<file path="src/rtl/muldiv_pkg.sv">
// Shared types and decode helpers for the HI/LO multiply/divide sequencer.
package muldiv_pkg;

  localparam int MUL_LAT_DEFAULT = 6;

  typedef enum logic [3:0] {
    OP_NONE  = 4'd0,
    OP_MULT  = 4'd1,
    OP_MULTU = 4'd2,
    OP_MUL   = 4'd3,
    OP_MADD  = 4'd4,
    OP_MADDU = 4'd5,
    OP_MSUB  = 4'd6,
    OP_MSUBU = 4'd7,
    OP_DIV   = 4'd8,
    OP_DIVU  = 4'd9
  } muldiv_op_e;

  typedef enum logic [1:0] {
    ST_IDLE     = 2'd0,
    ST_MUL_WAIT = 2'd1,
    ST_DIV_WAIT = 2'd2,
    ST_DONE     = 2'd3
  } muldiv_state_e;

  function automatic logic is_mul_op(input muldiv_op_e op);
    return (op == OP_MULT) || (op == OP_MULTU) || (op == OP_MUL) ||
           (op == OP_MADD) || (op == OP_MADDU) ||
           (op == OP_MSUB) || (op == OP_MSUBU);
  endfunction

  function automatic logic is_div_op(input muldiv_op_e op);
    return (op == OP_DIV) || (op == OP_DIVU);
  endfunction

  function automatic logic is_signed_op(input muldiv_op_e op);
    return (op == OP_MULT) || (op == OP_MUL) || (op == OP_MADD) ||
           (op == OP_MSUB) || (op == OP_DIV);
  endfunction

  function automatic logic is_acc_op(input muldiv_op_e op);
    return (op == OP_MADD) || (op == OP_MADDU) ||
           (op == OP_MSUB) || (op == OP_MSUBU);
  endfunction

endpackage

</file>
<file path="src/rtl/muldiv_ctrl.sv">
// Sequences one multiply/divide op from EX through the external multiplier/divider,
// holding the pipeline until a single DONE cycle presents the HI/LO/GPR writes.
module muldiv_ctrl
  import muldiv_pkg::*;
#(
  parameter int MUL_LAT = MUL_LAT_DEFAULT
) (
  input  logic        clk_i,
  input  logic        rst_n_i,
  input  logic        start_i,
  input  logic [3:0]  op_i,
  input  logic [31:0] rs_i,
  input  logic [31:0] rt_i,
  input  logic [31:0] hi_i,
  input  logic [31:0] lo_i,
  input  logic        flush_i,
  output logic [31:0] mul_a_o,
  output logic [31:0] mul_b_o,
  output logic        mul_signed_o,
  output logic        mul_ce_o,
  output logic        mul_sclr_o,
  input  logic [63:0] mul_p_i,
  output logic [31:0] div_a_o,
  output logic [31:0] div_b_o,
  output logic        div_signed_o,
  output logic        div_start_o,
  output logic        div_abort_o,
  input  logic        div_done_i,
  input  logic [31:0] div_quot_i,
  input  logic [31:0] div_rem_i,
  output logic        stall_o,
  output logic        busy_o,
  output logic        hi_we_o,
  output logic        lo_we_o,
  output logic        gpr_we_o,
  output logic [31:0] hi_o,
  output logic [31:0] lo_o,
  output logic [31:0] gpr_o
);

  localparam int               CNT_W    = $clog2(MUL_LAT + 1);
  localparam logic [CNT_W-1:0] CNT_LAST = CNT_W'(MUL_LAT);

  muldiv_state_e    state_q, state_d;
  logic [CNT_W-1:0] cnt_q, cnt_d;
  muldiv_op_e       op_q, op_d;
  logic [31:0]      rs_q, rs_d;
  logic [31:0]      rt_q, rt_d;
  logic [31:0]      hi_q, hi_d;
  logic [31:0]      lo_q, lo_d;
  logic [31:0]      quot_q, quot_d;
  logic [31:0]      rem_q, rem_d;
  logic             div_first_q, div_first_d;

  muldiv_op_e  op_in;
  logic [63:0] acc_sum;
  logic [63:0] acc_dif;
  logic [63:0] acc_res;

  assign op_in   = muldiv_op_e'(op_i);
  assign acc_sum = {hi_q, lo_q} + mul_p_i;
  assign acc_dif = {hi_q, lo_q} - mul_p_i;
  assign acc_res = ((op_q == OP_MSUB) || (op_q == OP_MSUBU)) ? acc_dif : acc_sum;

  always_comb begin
    state_d     = state_q;
    cnt_d       = cnt_q;
    op_d        = op_q;
    rs_d        = rs_q;
    rt_d        = rt_q;
    hi_d        = hi_q;
    lo_d        = lo_q;
    quot_d      = quot_q;
    rem_d       = rem_q;
    div_first_d = 1'b0;
    if (flush_i) begin
      state_d = ST_IDLE;
      cnt_d   = '0;
    end else begin
      case (state_q)
        ST_IDLE: begin
          if (start_i) begin
            op_d = op_in;
            rs_d = rs_i;
            rt_d = rt_i;
            hi_d = hi_i;
            lo_d = lo_i;
            if (is_mul_op(op_in)) begin
              state_d = ST_MUL_WAIT;
              cnt_d   = CNT_W'(1);
            end else if (is_div_op(op_in)) begin
              // Divide by zero never reaches the divider; the result is architecturally fixed.
              if (rt_i == 32'd0) begin
                state_d = ST_DONE;
                quot_d  = 32'hFFFF_FFFF;
                rem_d   = rs_i;
              end else begin
                state_d     = ST_DIV_WAIT;
                div_first_d = 1'b1;
              end
            end else begin
              state_d = ST_DONE;
            end
          end
        end
        ST_MUL_WAIT: begin
          if (cnt_q == CNT_LAST) begin
            state_d = ST_DONE;
            cnt_d   = '0;
          end else begin
            cnt_d = cnt_q + CNT_W'(1);
          end
        end
        ST_DIV_WAIT: begin
          if (div_done_i) begin
            quot_d  = div_quot_i;
            rem_d   = div_rem_i;
            state_d = ST_DONE;
          end
        end
        ST_DONE: state_d = ST_IDLE;
        default: state_d = ST_IDLE;
      endcase
    end
  end

  always_ff @(posedge clk_i or negedge rst_n_i) begin
    if (!rst_n_i) begin
      state_q     <= ST_IDLE;
      cnt_q       <= '0;
      op_q        <= OP_NONE;
      rs_q        <= '0;
      rt_q        <= '0;
      hi_q        <= '0;
      lo_q        <= '0;
      quot_q      <= '0;
      rem_q       <= '0;
      div_first_q <= 1'b0;
    end else begin
      state_q     <= state_d;
      cnt_q       <= cnt_d;
      op_q        <= op_d;
      rs_q        <= rs_d;
      rt_q        <= rt_d;
      hi_q        <= hi_d;
      lo_q        <= lo_d;
      quot_q      <= quot_d;
      rem_q       <= rem_d;
      div_first_q <= div_first_d;
    end
  end

  assign mul_a_o      = rs_q;
  assign mul_b_o      = rt_q;
  assign div_a_o      = rs_q;
  assign div_b_o      = rt_q;
  assign mul_signed_o = is_mul_op(op_q) & is_signed_op(op_q);
  assign div_signed_o = is_div_op(op_q) & is_signed_op(op_q);
  assign busy_o       = (state_q != ST_IDLE);
  assign mul_sclr_o   = flush_i & busy_o;

  always_comb begin
    stall_o     = 1'b0;
    mul_ce_o    = 1'b0;
    div_start_o = 1'b0;
    div_abort_o = 1'b0;
    hi_we_o     = 1'b0;
    lo_we_o     = 1'b0;
    gpr_we_o    = 1'b0;
    hi_o        = '0;
    lo_o        = '0;
    gpr_o       = '0;
    case (state_q)
      ST_IDLE: stall_o = start_i;
      ST_MUL_WAIT: begin
        stall_o  = 1'b1;
        mul_ce_o = 1'b1;
      end
      ST_DIV_WAIT: begin
        stall_o     = 1'b1;
        div_start_o = div_first_q & ~flush_i;
        div_abort_o = flush_i;
      end
      ST_DONE: begin
        // Product holds here because mul_ce_o is low, so it can be used directly.
        if (!flush_i) begin
          if (is_acc_op(op_q)) begin
            hi_we_o = 1'b1;
            lo_we_o = 1'b1;
            hi_o    = acc_res[63:32];
            lo_o    = acc_res[31:0];
          end else begin
            case (op_q)
              OP_MULT, OP_MULTU: begin
                hi_we_o = 1'b1;
                lo_we_o = 1'b1;
                hi_o    = mul_p_i[63:32];
                lo_o    = mul_p_i[31:0];
              end
              OP_MUL: begin
                gpr_we_o = 1'b1;
                gpr_o    = mul_p_i[31:0];
              end
              OP_DIV, OP_DIVU: begin
                hi_we_o = 1'b1;
                lo_we_o = 1'b1;
                hi_o    = rem_q;
                lo_o    = quot_q;
              end
              default: ;
            endcase
          end
        end
      end
      default: ;
    endcase
  end

endmodule

</file>
<file path="config.mk">
export PLATFORM = sky130hd
export DESIGN_NAME = muldiv_ctrl
export DESIGN_NICKNAME = d
export VERILOG_FILES = /design/src/rtl/muldiv_pkg.sv /design/src/rtl/muldiv_ctrl.sv
export SDC_FILE = /design/constraint.sdc
export NUM_CORES = 1
export LEC_CHECK = 0
export BUFFER_PORTS_ARGS = -buffer_cell sky130_fd_sc_hd__clkbuf_2
export CAP_MARGIN = 20
export CORE_AREA = 2 2 194 196
export DETAILED_ROUTE_END_ITERATION = 8
export DIE_AREA = 0 0 196 198
export PLACE_DENSITY = 0.72
export SYNTH_ARGS = -nofsm -noshare
export SYNTH_HDL_FRONTEND = slang
export SYNTH_SLANG_ARGS = --single-unit
export TNS_END_PERCENT = 5
</file>
<file path="constraint.sdc">
create_clock -name clk_i -period 4.5 [get_ports clk_i]
set_input_delay 0.225 -clock clk_i [delete_from_list [all_inputs] [get_ports clk_i]]
set_output_delay 0.225 -clock clk_i [all_outputs]
set_load 0.02 [all_outputs]
</file>
==> results.yml, run 1 <==
detailed_routing:
  drt-total-wl_um: 63900
  vias: 17000
  drt_iter0_markers: 1476
  drtAntennaViolNets: 0
  routed_via_density: 5.60
  drc: 0
  drt-pass1-iter-count: 8
  wl_per_cell_um: 21.1
cells_and_area:
  final_layout_size_suffix_gt1_frac: 0.436
  final_area_um2: 23200
  regArea_um2: 5050
  fin_util: 0.627
  nets: 2873
  multi_input_area_um2: 9740
  n_fill_cell: 3009
  syn2layout_area_growth_pct: 52.6
yosys:
  synth_most_common_cell: "dfrtp_1"
  syn_inst: 1679
  synth_ff_type: "dfrtp_1"
  netlist_area_um2: 15200
  yosysSeqAreaShare: 0.333
  avgSynthCellArea_um2: 9.04
  yosys_warnings: 0
  synth-edff-count: 0
  synthTopCellsByCount: "dfrtp_1, nand2_1, mux2_2"
  yosys.area.top_type: "dfrtp_1"
  ys_ff_latch: 202
  netlist_top_cells_area: "dfrtp_1, mux2_2, ha_1"
  synth_top_area_share: 0.333
  ys_async_sr_fraction: 1.00
  ys_types: 75
  syn-num-nets: 2013
place:
  placed_area_um2: 19700
  dp_hpwl_um: 46200
  place_congestion: 0.936
  post-place-ws_ns: -0.550
  port_buffers: 499
global_routing:
  grt_pass1_vias: 17300
  top_usage_layer: "met2"
  grt_usage: 0.316
  grt_pass1_wl_um: 95900
  grt_use_met1: 0.397
  grt.overflow.total: 0
  grt_use_met3: 0.0514
  grt_max_degree: 118
  gr-usage-met2: 0.535
  antenna_found_initial: 1
power:
  power.density_nw_per_um2: 809
  ir_drop_mv: 0.590
  swShare: 0.468
  pwr-share-seq: 0.187
  p_clk_frac: 0.106
  leakage_nw: 11.1
  intPower_mw: 9.98
  pwr-share-comb: 0.707
  switchingPower_mw: 8.76
critical_path:
  cp-end-kind: "output pin"
  cp_max_fo: 6
  r2r-start: "state_q[0]"
  start_kind: "flip-flop"
  arrival_ns: 4.43
  crit_type: "flip-flop to output pin"
  cp.required_ns: 4.28
  critPathLaunch: "op_q[3]"
sta:
  final-hold-violation-count: 0
  final.min_clock_period_ns: 4.66
  grt_setup_unrepaired: "true"
  setup_slack_ns: -0.159
  relSlewSlack: 0.371
  setup_violations: 23
  hold_ws_ns: 0.00862
  finalClockSkew_ns: 0.0252
  finalCritPeriodShare: 1.04
  worstMarginPinSlew_ns: 0.943
  final.setup.tns_ns: -2.20
  slew_viol_final: 0
  timing.fmax_mhz: 215
clocking:
  htreeDepth: 1
  cts_root_buf: "clkbuf_16"
  cts_sinks: 202
  path_clk_slew_ns: 0.06
  cts.path.max_buffers: 3
  numCtsBuffers: 24
  insertion_delay_ns: 0.56
  cts_tree: "built"
run_status:
  outcome: "finished, violations left"
  violations: "setup timing"
die:
  io_pins: 500
  core.rowCount: 71
  dieArea_um2: 38800
  dieHeight_um: 198
  initial_core_util: 0.411
  coreArea_um2: 37000
  die_w_um: 196
run:
  maxCapViolCount: 0
worst_hold_path:
  hold_class: "input pin to flip-flop"
  hold_start: "div_quot_i[31]"
[per-stage QoR]
stage	power, mW	cells
4_1_cts	18.1	3019
5_1_grt	19.9	3030
6_report	18.7	3030
3_5_place_dp	15.3	2778
3_3_place_gp	15.1	2778
2_1_floorplan	10.6	1679
[cell type report]
cell class	instances	share of cell area
Antenna cell	1	0.000108
Inverter	27	0.00438
Tap cell	474	0.0256
Timing Repair Buffer	996	0.297
Multi-Input combinational cell	1288	0.421
Clock buffer	32	0.0290
Clock inverter	10	0.00481
Sequential cell	202	0.218
[repair_timing]
item                                   CTS  global route
gates cloned                             2             1
pin swaps                               33            39
buffers inserted                        17             8
hold buffers                           180             0
setup endpoints to repair               42            45
gates resized for setup                 95            77
endpoints found under the hold margin  296             0
[path summary, 6_finish.rpt]
path,endpoint,slack [ns],depth (start not counted)
max,hi_o[26],-0.16,19
min reg2reg,rem_q[7],0.49,2
max reg2reg,rem_q[8],1.53,7
min in group asynchronous,div_b_o[29],0.34,2
min,quot_q[31],0.009,3
max in group asynchronous,lo_q[13],3.13,3
[critical path, cell delays in order (launching register included)]
cell and delay, ns:
dfrtp_1 0.37, and2b_4 0.30, and2_4 0.22, buf_12 0.15, buf_4 0.11, nor2_1 0.04, xnor2_1 0.18, ha_2 0.34
buf_4 0.15, and4_1 0.15, a221oi_1 0.27, o21ai_1 0.17, a32oi_1 0.20, buf_4 0.16, o21ai_2 0.07, a221o_1 0.34
buf_4 0.16, nand4b_1 0.18, nand3_2 0.13, clkbuf_8 0.16
[placed cells by master (no fill, tap or decap), types with 11 or more instances in the layout]
master	synthesis	layout
clkbuf_2	0	478
buf_4	66	315
dfrtp_1	202	202
dlygate4sd3_1	0	180
nand2_1	147	142
mux2_2	134	134
nor2_1	115	112
o21ai_0	121	102
a21oi_1	98	77
ha_1	68	59
xnor2_1	63	58
xor2_1	56	55
nor2b_1	43	43
a222oi_1	39	39
and2_1	39	36
mux2i_1	33	33
inv_1	26	26
a21o_1	26	26
nor3_1	28	25
clkbuf_16	0	25
a21oi_2	0	20
nand4_1	19	19
o21ai_1	9	18
nand3_1	23	17
a22oi_1	16	16
nor4_1	18	15
o21bai_1	16	14
o21a_1	15	14
a221oi_1	17	13
and3_1	14	11
o22ai_1	13	11
[kinds of logic (layout without fill, tap and decap cells)]
family,Yosys count,count (layout),synth area share
simple gates,489,489,0.162
buf+inv,189,1065,0.0644
flops,202,202,0.333
compound gates,444,444,0.193
fa+ha+maj,69,69,0.0574
other cells,0,1,0
xor+xnor,119,119,0.0687
mux,167,167,0.121
[layer usage]
| layer | share of wire | wire [um] |
|---|---|---|
| met3 | 0.070 | 4470 |
| met4 | 0.049 | 3160 |
| met5 | 0 | 0 |
| met2 | 0.48 | 30500 |
| met1 | 0.40 | 25800 |
[registers in the layout (all words and copies together) (netlist names)]
signal       count
state_q          2
hi_q            32
cnt_q            3
div_first_q      1
op_q             4
quot_q          32
rem_q           32
lo_q            32
div_a_o         32
div_b_o         32
[power groups by stage]
stage	clock network [mW]	registers (mW)	logic (mW)
2_1_floorplan	0	3.56	7.05
3_3_place_gp	0	3.41	11.7
3_5_place_dp	0	3.46	11.9
4_1_cts	2.00	3.45	12.6
5_1_grt	2.07	3.59	14.2
6_report	1.98	3.50	13.3
Power figures use the tool's default switching activity.
==> run 2: changes to the inputs <==
--- a/config.mk
+++ b/config.mk
@@ -7,10 +7,12 @@
 export LEC_CHECK = 0
 export BUFFER_PORTS_ARGS = -buffer_cell sky130_fd_sc_hd__clkbuf_2
 export CAP_MARGIN = 20
-export CORE_AREA = 2 2 194 196
+export CELL_PAD_IN_SITES_DETAIL_PLACEMENT = 0
+export CELL_PAD_IN_SITES_GLOBAL_PLACEMENT = 2
+export CORE_ASPECT_RATIO = 1.4
+export CORE_UTILIZATION = 27
 export DETAILED_ROUTE_END_ITERATION = 8
-export DIE_AREA = 0 0 196 198
-export PLACE_DENSITY = 0.72
+export PLACE_DENSITY = 0.79
 export SYNTH_ARGS = -nofsm -noshare
 export SYNTH_HDL_FRONTEND = slang
 export SYNTH_SLANG_ARGS = --single-unit
==> run 2 against run 1 <==
  * The run still ends with setup timing left
  * Total power up 1.5%
  * Flip-flop and latch count unchanged
  * Critical path depth up 4
  * Cell count up 9.4%
  * Maximum frequency down 2.6%
  * Die area up 47%
  * First-iteration DRC count down 44%
  * Core utilization down 20 points
  * Critical endpoint is now hi_o[31]
  * Largest power group unchanged
==> results.yml, run 2 (synthesis gave the netlist of run 1 again) <==
power:
  pwr-share-seq: 0.183
  leakage_nw: 11.2
  power.density_nw_per_um2: 801
  ir_drop_mv: 0.473
  p_clk_frac: 0.109
  pwr-share-comb: 0.708
  total_power_mw: 19.0
  intPower_mw: 10.1
  switchingPower_mw: 8.87
  swShare: 0.467
cells_and_area:
  syn2layout_area_growth_pct: 56.5
  final_layout_size_suffix_gt1_frac: 0.441
  n_fill_cell: 5577
  mostFrequentLayoutCell: "clkbuf_2"
  mostFrequentLayoutCells: "clkbuf_2, buf_4, dfrtp_1"
  regArea_um2: 5050
  multi_input_area_um2: 9760
  nets: 2904
place:
  port_buffers: 499
  dp_hpwl_um: 52200
  place_congestion: 0.895
clocking:
  insertion_delay_ns: 0.55
  cts_tree: "built"
  cts_sinks: 202
  cts.path.max_buffers: 3
  cts_root_buf: "clkbuf_16"
  numCtsBuffers: 25
  htreeDepth: 1
  path_clk_slew_ns: 0.07
detailed_routing:
  drtAntennaViolNets: 0
  routed_via_density: 5.02
  vias: 16600
  wl_per_cell_um: 20.6
  drt-pass1-iter-count: 7
  drt_iter0_markers: 832
  drt-total-wl_um: 68400
  drc: 0
die:
  io_pins: 500
  dieHeight_um: 283
  initial_core_util: 0.274
  dieArea_um2: 57200
  core.rowCount: 102
  coreArea_um2: 55400
  die_w_um: 202
sta:
  final.min_clock_period_ns: 4.78
  timing.fmax_mhz: 209
  worstMarginPinSlew_ns: 0.866
  grt_setup_unrepaired: "true"
  finalCritPeriodShare: 1.06
  slew_viol_final: 0
  final.setup.tns_ns: -3.15
  final-hold-violation-count: 0
  hold_ws_ns: 0.0190
  finalClockSkew_ns: 0.0108
  setup_slack_ns: -0.283
  relSlewSlack: 0.423
  setup_violations: 23
critical_path:
  cp-end-kind: "output pin"
  cp.required_ns: 4.28
  arrival_ns: 4.56
  start_kind: "input pin"
  crit_type: "input pin to output pin"
  cp_max_fo: 8
global_routing:
  grt_max_degree: 127
  grt_usage: 0.230
  grt_pass1_wl_um: 101000
  grt.overflow.total: 0
  grt_pass1_vias: 17200
  antenna_found_initial: 3
run:
  maxCapViolCount: 0
run_status:
  violations: "setup timing"
  outcome: "finished, violations left"
worst_hold_path:
  hold_class: "input pin to flip-flop"
run 2: cell count changes in the layout (fill, tap and decap cells not counted), moves of 4 or more:
cell	change
buf_4	+24
dlygate4sd3_1	+8
ha_1	+6
clkbuf_8	+5
clkinv_2	-5
clkbuf_4	+4
ha_2	-4
nor4_2	+4
o21ai_0	-4
run 2: critical path: stages:
cell and delay, ns:
clkbuf_2 0.10, or4_4 0.56, nor3_4 0.26, and3_4 0.27
and3_1 0.23, nor2_1 0.07, xnor2_1 0.12, ha_1 0.30
buf_4 0.18, a21o_1 0.20, a21oi_1 0.23, nor2b_1 0.08
nor2_1 0.15, buf_4 0.14, nand2_1 0.06, o31ai_2 0.25
buf_4 0.17, o21ai_2 0.06, a21boi_1 0.13, buf_4 0.15
nor4b_2 0.05, nor4_2 0.36, buf_4 0.22
run 2: path summary, 6_finish.rpt:
check,start,to,slack [ns],cells past startpoint
hold / removal,div_quot_i[24],quot_q[24],0.02,3
max in group asynchronous,rst_n_i,rem_q[9],3.32,3
min in group asynchronous,rst_n_i,lo_q[0],0.12,2
hold reg to reg,rem_q[20],rem_q[20],0.48,2
setup / recovery,mul_p_i[23],hi_o[31],-0.28,23
setup reg to reg,state_q[0],rem_q[12],1.85,8
run 2: layout make-up:
cell class	count	share of cell area
clock buffers	38	0.0326
clock inverters	4	0.00205
flip-flops and latches	202	0.213
inverters	27	0.00427
multi-input cells	1288	0.411
repair buffers	1026	0.299
diodes	2	0.000211
well taps	728	0.0384
run 2: routing by layer:
| metal | GRT usage | share of wire | vias to the layer above |
|---|---|---|---|
| li1 | - | - | 7844 |
| met1 | 0.264 | 0.39 | 8066 |
| met2 | 0.425 | 0.52 | 588 |
| met3 | 0.0266 | 0.050 | 127 |
| met4 | 0.0989 | 0.043 | 0 |
| met5 | 0 | 0 | - |
run 2: per-stage QoR:
stage	util	cell area [um^2]	setup WS, ns	std cells
6_report	0.429	23700	-0.283	3315
5_1_grt	0.429	23700	-0.495	3314
4_1_cts	0.422	23400	-0.392	3306
3_5_place_dp	0.365	20200	-0.492	3061
3_3_place_gp	0.365	20200	-0.423	3061
2_1_floorplan	-	15200	0.0119	1679
run 2: repair_timing:
| item | 4_1_cts | 5_1_grt |
|---|---|---|
| endpoints found under the hold margin | 216 | 0 |
| pin swaps | 39 | 37 |
| buffers inserted | 15 | 9 |
| gates resized for setup | 85 | 98 |
| endpoints found under the setup margin | 45 | 46 |
| hold buffers | 188 | 0 |
| gates cloned | 2 | 0 |
run 2: power groups by stage:
stage          clock network, mW  logic (mW)  registers, mW
3_5_place_dp                   0        12.3           3.48
2_1_floorplan                  0        7.05           3.56
5_1_grt                     2.22        14.5           3.57
6_report                    2.08        13.5           3.48
4_1_cts                     2.16        13.0           3.48
3_3_place_gp                   0        12.2           3.46
==> run 3: changes to the inputs <==
--- a/config.mk
+++ b/config.mk
@@ -5,14 +5,15 @@
 export SDC_FILE = /design/constraint.sdc
 export NUM_CORES = 1
 export LEC_CHECK = 0
+export ABC_AREA = 1
 export BUFFER_PORTS_ARGS = -buffer_cell sky130_fd_sc_hd__clkbuf_2
 export CAP_MARGIN = 20
 export CELL_PAD_IN_SITES_DETAIL_PLACEMENT = 0
 export CELL_PAD_IN_SITES_GLOBAL_PLACEMENT = 2
 export CORE_ASPECT_RATIO = 1.4
-export CORE_UTILIZATION = 27
+export CORE_UTILIZATION = 25
 export DETAILED_ROUTE_END_ITERATION = 8
-export PLACE_DENSITY = 0.79
+export PLACE_DENSITY = 0.8
 export SYNTH_ARGS = -nofsm -noshare
 export SYNTH_HDL_FRONTEND = slang
 export SYNTH_SLANG_ARGS = --single-unit
==> run 3 against run 2 <==
  * The run now ends clean
  * Total power is 3.0% higher
  * Sequential share of layout area down 1.2 points
  * Synthesized cell count increased by 75%
  * Clock skew is 0.015 ns higher
  * Worst setup slack gained 0.43 ns
  * Critical path type is now flip-flop to output pin
  * Largest cell class unchanged
==> results.yml, run 3 <==
clocking:
  cts.path.max_buffers: 3
  cts_root_buf: "clkbuf_16"
  cts_sinks: 202
  htreeDepth: 1
  path_clk_slew_ns: 0.06
  numCtsBuffers: 25
  insertion_delay_ns: 0.59
  cts_tree: "built"
sta:
  setup_slack_ns: 0.144
  setup_violations: 0
  slew_viol_final: 0
  relSlewSlack: 0.238
  finalClockSkew_ns: 0.0263
  final.min_clock_period_ns: 4.36
  worstMarginPinSlew_ns: 1.14
  finalCritPeriodShare: 0.968
  hold_ws_ns: 0.0143
  grt_setup_unrepaired: "true"
  timing.fmax_mhz: 230
  final-hold-violation-count: 0
  final.setup.tns_ns: 0
detailed_routing:
  drt-pass1-iter-count: 5
  drt_iter0_markers: 1302
  routed_via_density: 4.57
  drtAntennaViolNets: 0
  drt-total-wl_um: 92400
  vias: 20800
  drc: 0
  wl_per_cell_um: 20.3
cells_and_area:
  fin_cells: 4557
  nets: 3917
  n_fill_cell: 8303
  mostFrequentLayoutCell: "nand2_1"
  fin_util: 0.347
  mostFrequentLayoutCells: "nand2_1, inv_1, clkbuf_2"
  syn2layout_area_growth_pct: 37.5
  final_layout_size_suffix_gt1_frac: 0.236
run_status:
  outcome: "finished clean"
yosys:
  synthTopCellsByCount: "nand2_1, inv_1, nor2_1"
  netlist_area_um2: 18300
  avgSynthCellArea_um2: 6.25
  ys_types: 50
  synth_top_area_share: 0.276
  yosysSeqAreaShare: 0.276
  yosys_warnings: 0
  ys_ff_latch: 202
  synth_most_common_cell: "nand2_1"
  syn_inst: 2932
  yosys.area.top_type: "dfrtp_1"
  ys_async_sr_fraction: 1.00
  netlist_top_cells_area: "dfrtp_1, nand2_1, inv_1"
  synth_ff_type: "dfrtp_1"
  syn-num-nets: 3266
  synth-edff-count: 0
worst_hold_path:
  hold_class: "input pin to flip-flop"
global_routing:
  grt_pass1_vias: 20800
  grt.overflow.total: 0
  grt_pass1_wl_um: 133000
  grt_max_degree: 130
  antenna_found_initial: 11
  grt_usage: 0.243
die:
  initial_core_util: 0.252
  core.rowCount: 117
  die_w_um: 231
  io_pins: 500
  dieArea_um2: 74400
  dieHeight_um: 322
  coreArea_um2: 72600
power:
  power.density_nw_per_um2: 778
  leakage_nw: 13.8
  ir_drop_mv: 0.443
critical_path:
  start_kind: "flip-flop"
  cp_max_fo: 8
  cp.required_ns: 4.28
  arrival_ns: 4.13
  cp-end-kind: "output pin"
  crit_type: "flip-flop to output pin"
place:
  dp_hpwl_um: 76400
  place_congestion: 0.960
  post-place-ws_ns: -0.229
  port_buffers: 499
  place_inst: 4312
run:
  maxCapViolCount: 0
## run 3: repair_timing
item | 4_1_cts | 5_1_grt
pin swaps | 1 | 16
hold buffers | 192 | 0
setup buffers | 0 | 4
resized for setup | 36 | 114
cloned | 0 | 0
hold endpoints to repair | 278 | 0
setup endpoints to repair | 33 | 45
## run 3: per-layer routing
| metal | share of wire | global-route usage | vias up |
|---|---|---|---|
| met4 | 0.050 | 0.111 | 10 |
| li1 | - | - | 10400 |
| met2 | 0.50 | 0.439 | 645 |
| met5 | 0.00075 | 0 | - |
| met1 | 0.40 | 0.285 | 9627 |
| met3 | 0.048 | 0.0305 | 156 |
## run 3: logic make-up (layout without fill, tap and decap cells)
kind of cell	count (synthesis)	in the layout	synth area share
AOI/OAI and AO/OA	456	456	0.139
xor gates and xnor gates	76	76	0.0363
adders and majority gates	69	69	0.0475
buffers and inverters	732	1400	0.166
DFF	202	202	0.276
muxes	64	64	0.0393
other	0	5	0
and+or+nand+nor	1333	1333	0.296
## run 3: cell type report
class | instances | area, um^2 | share of cell area
multi-input combinational | 1998 | 10700 | 0.427
timing repair buffer | 777 | 5150 | 0.204
sequential | 202 | 5060 | 0.201
inverter | 579 | 2180 | 0.0865
tap | 952 | 1190 | 0.0473
clock buffer | 31 | 678 | 0.0269
clock inverter | 13 | 178 | 0.00706
antenna | 5 | 12.5 | 0.000497
## run 3: path summary, 6_finish.rpt
check / start / end / slack [ns] / cells past startpoint
worst max register to register: state_q[0] / rem_q[15] / 1.91 / 9
worst min-delay path: div_rem_i[6] / rem_q[6] / 0.01 / 5
max in group asynchronous: rst_n_i / hi_q[15] / 3.13 / 3
worst min register to register: div_b_o[18] / div_b_o[18] / 0.51 / 2
min in group asynchronous: rst_n_i / div_b_o[18] / 0.24 / 2
worst max-delay path: op_q[3] / hi_o[24] / 0.14 / 23
## run 3: critical path, stage by stage, from the launching register on
cell	delay, ns
dfrtp_2	0.44
nor2_4	0.14
nand2_4	0.09
clkinvlp_4	0.13
buf_6	0.15
buf_4	0.17
nor2_1	0.08
nor2_4	0.16
o21ai_1	0.11
xnor2_1	0.34
ha_2	0.39
nand2_1	0.10
inv_1	0.08
nand2_2	0.13
inv_1	0.05
a21oi_1	0.16
nand2_1	0.06
a21oi_1	0.16
nand2_1	0.07
nand2_1	0.06
nand3_1	0.12
nand2_2	0.15
inv_1	0.05
clkbuf_2	0.15
## run 3: through the flow
step	power (mW)	area, um^2
after floorplan	11.9	18300
after global placement	16.6	21800
after detailed placement	16.6	21800
after CTS	19.2	24700
after global routing	21.3	25200
final	19.6	25200
## run 3: where the power goes
group | internal [mW] | switching, mW | total, mW
clock | 1.29 | 0.888 | 2.18
sequential | 2.73 | 0.785 | 3.52
combinational | 4.55 | 9.34 | 13.9
total | 8.58 | 11.0 | 19.6
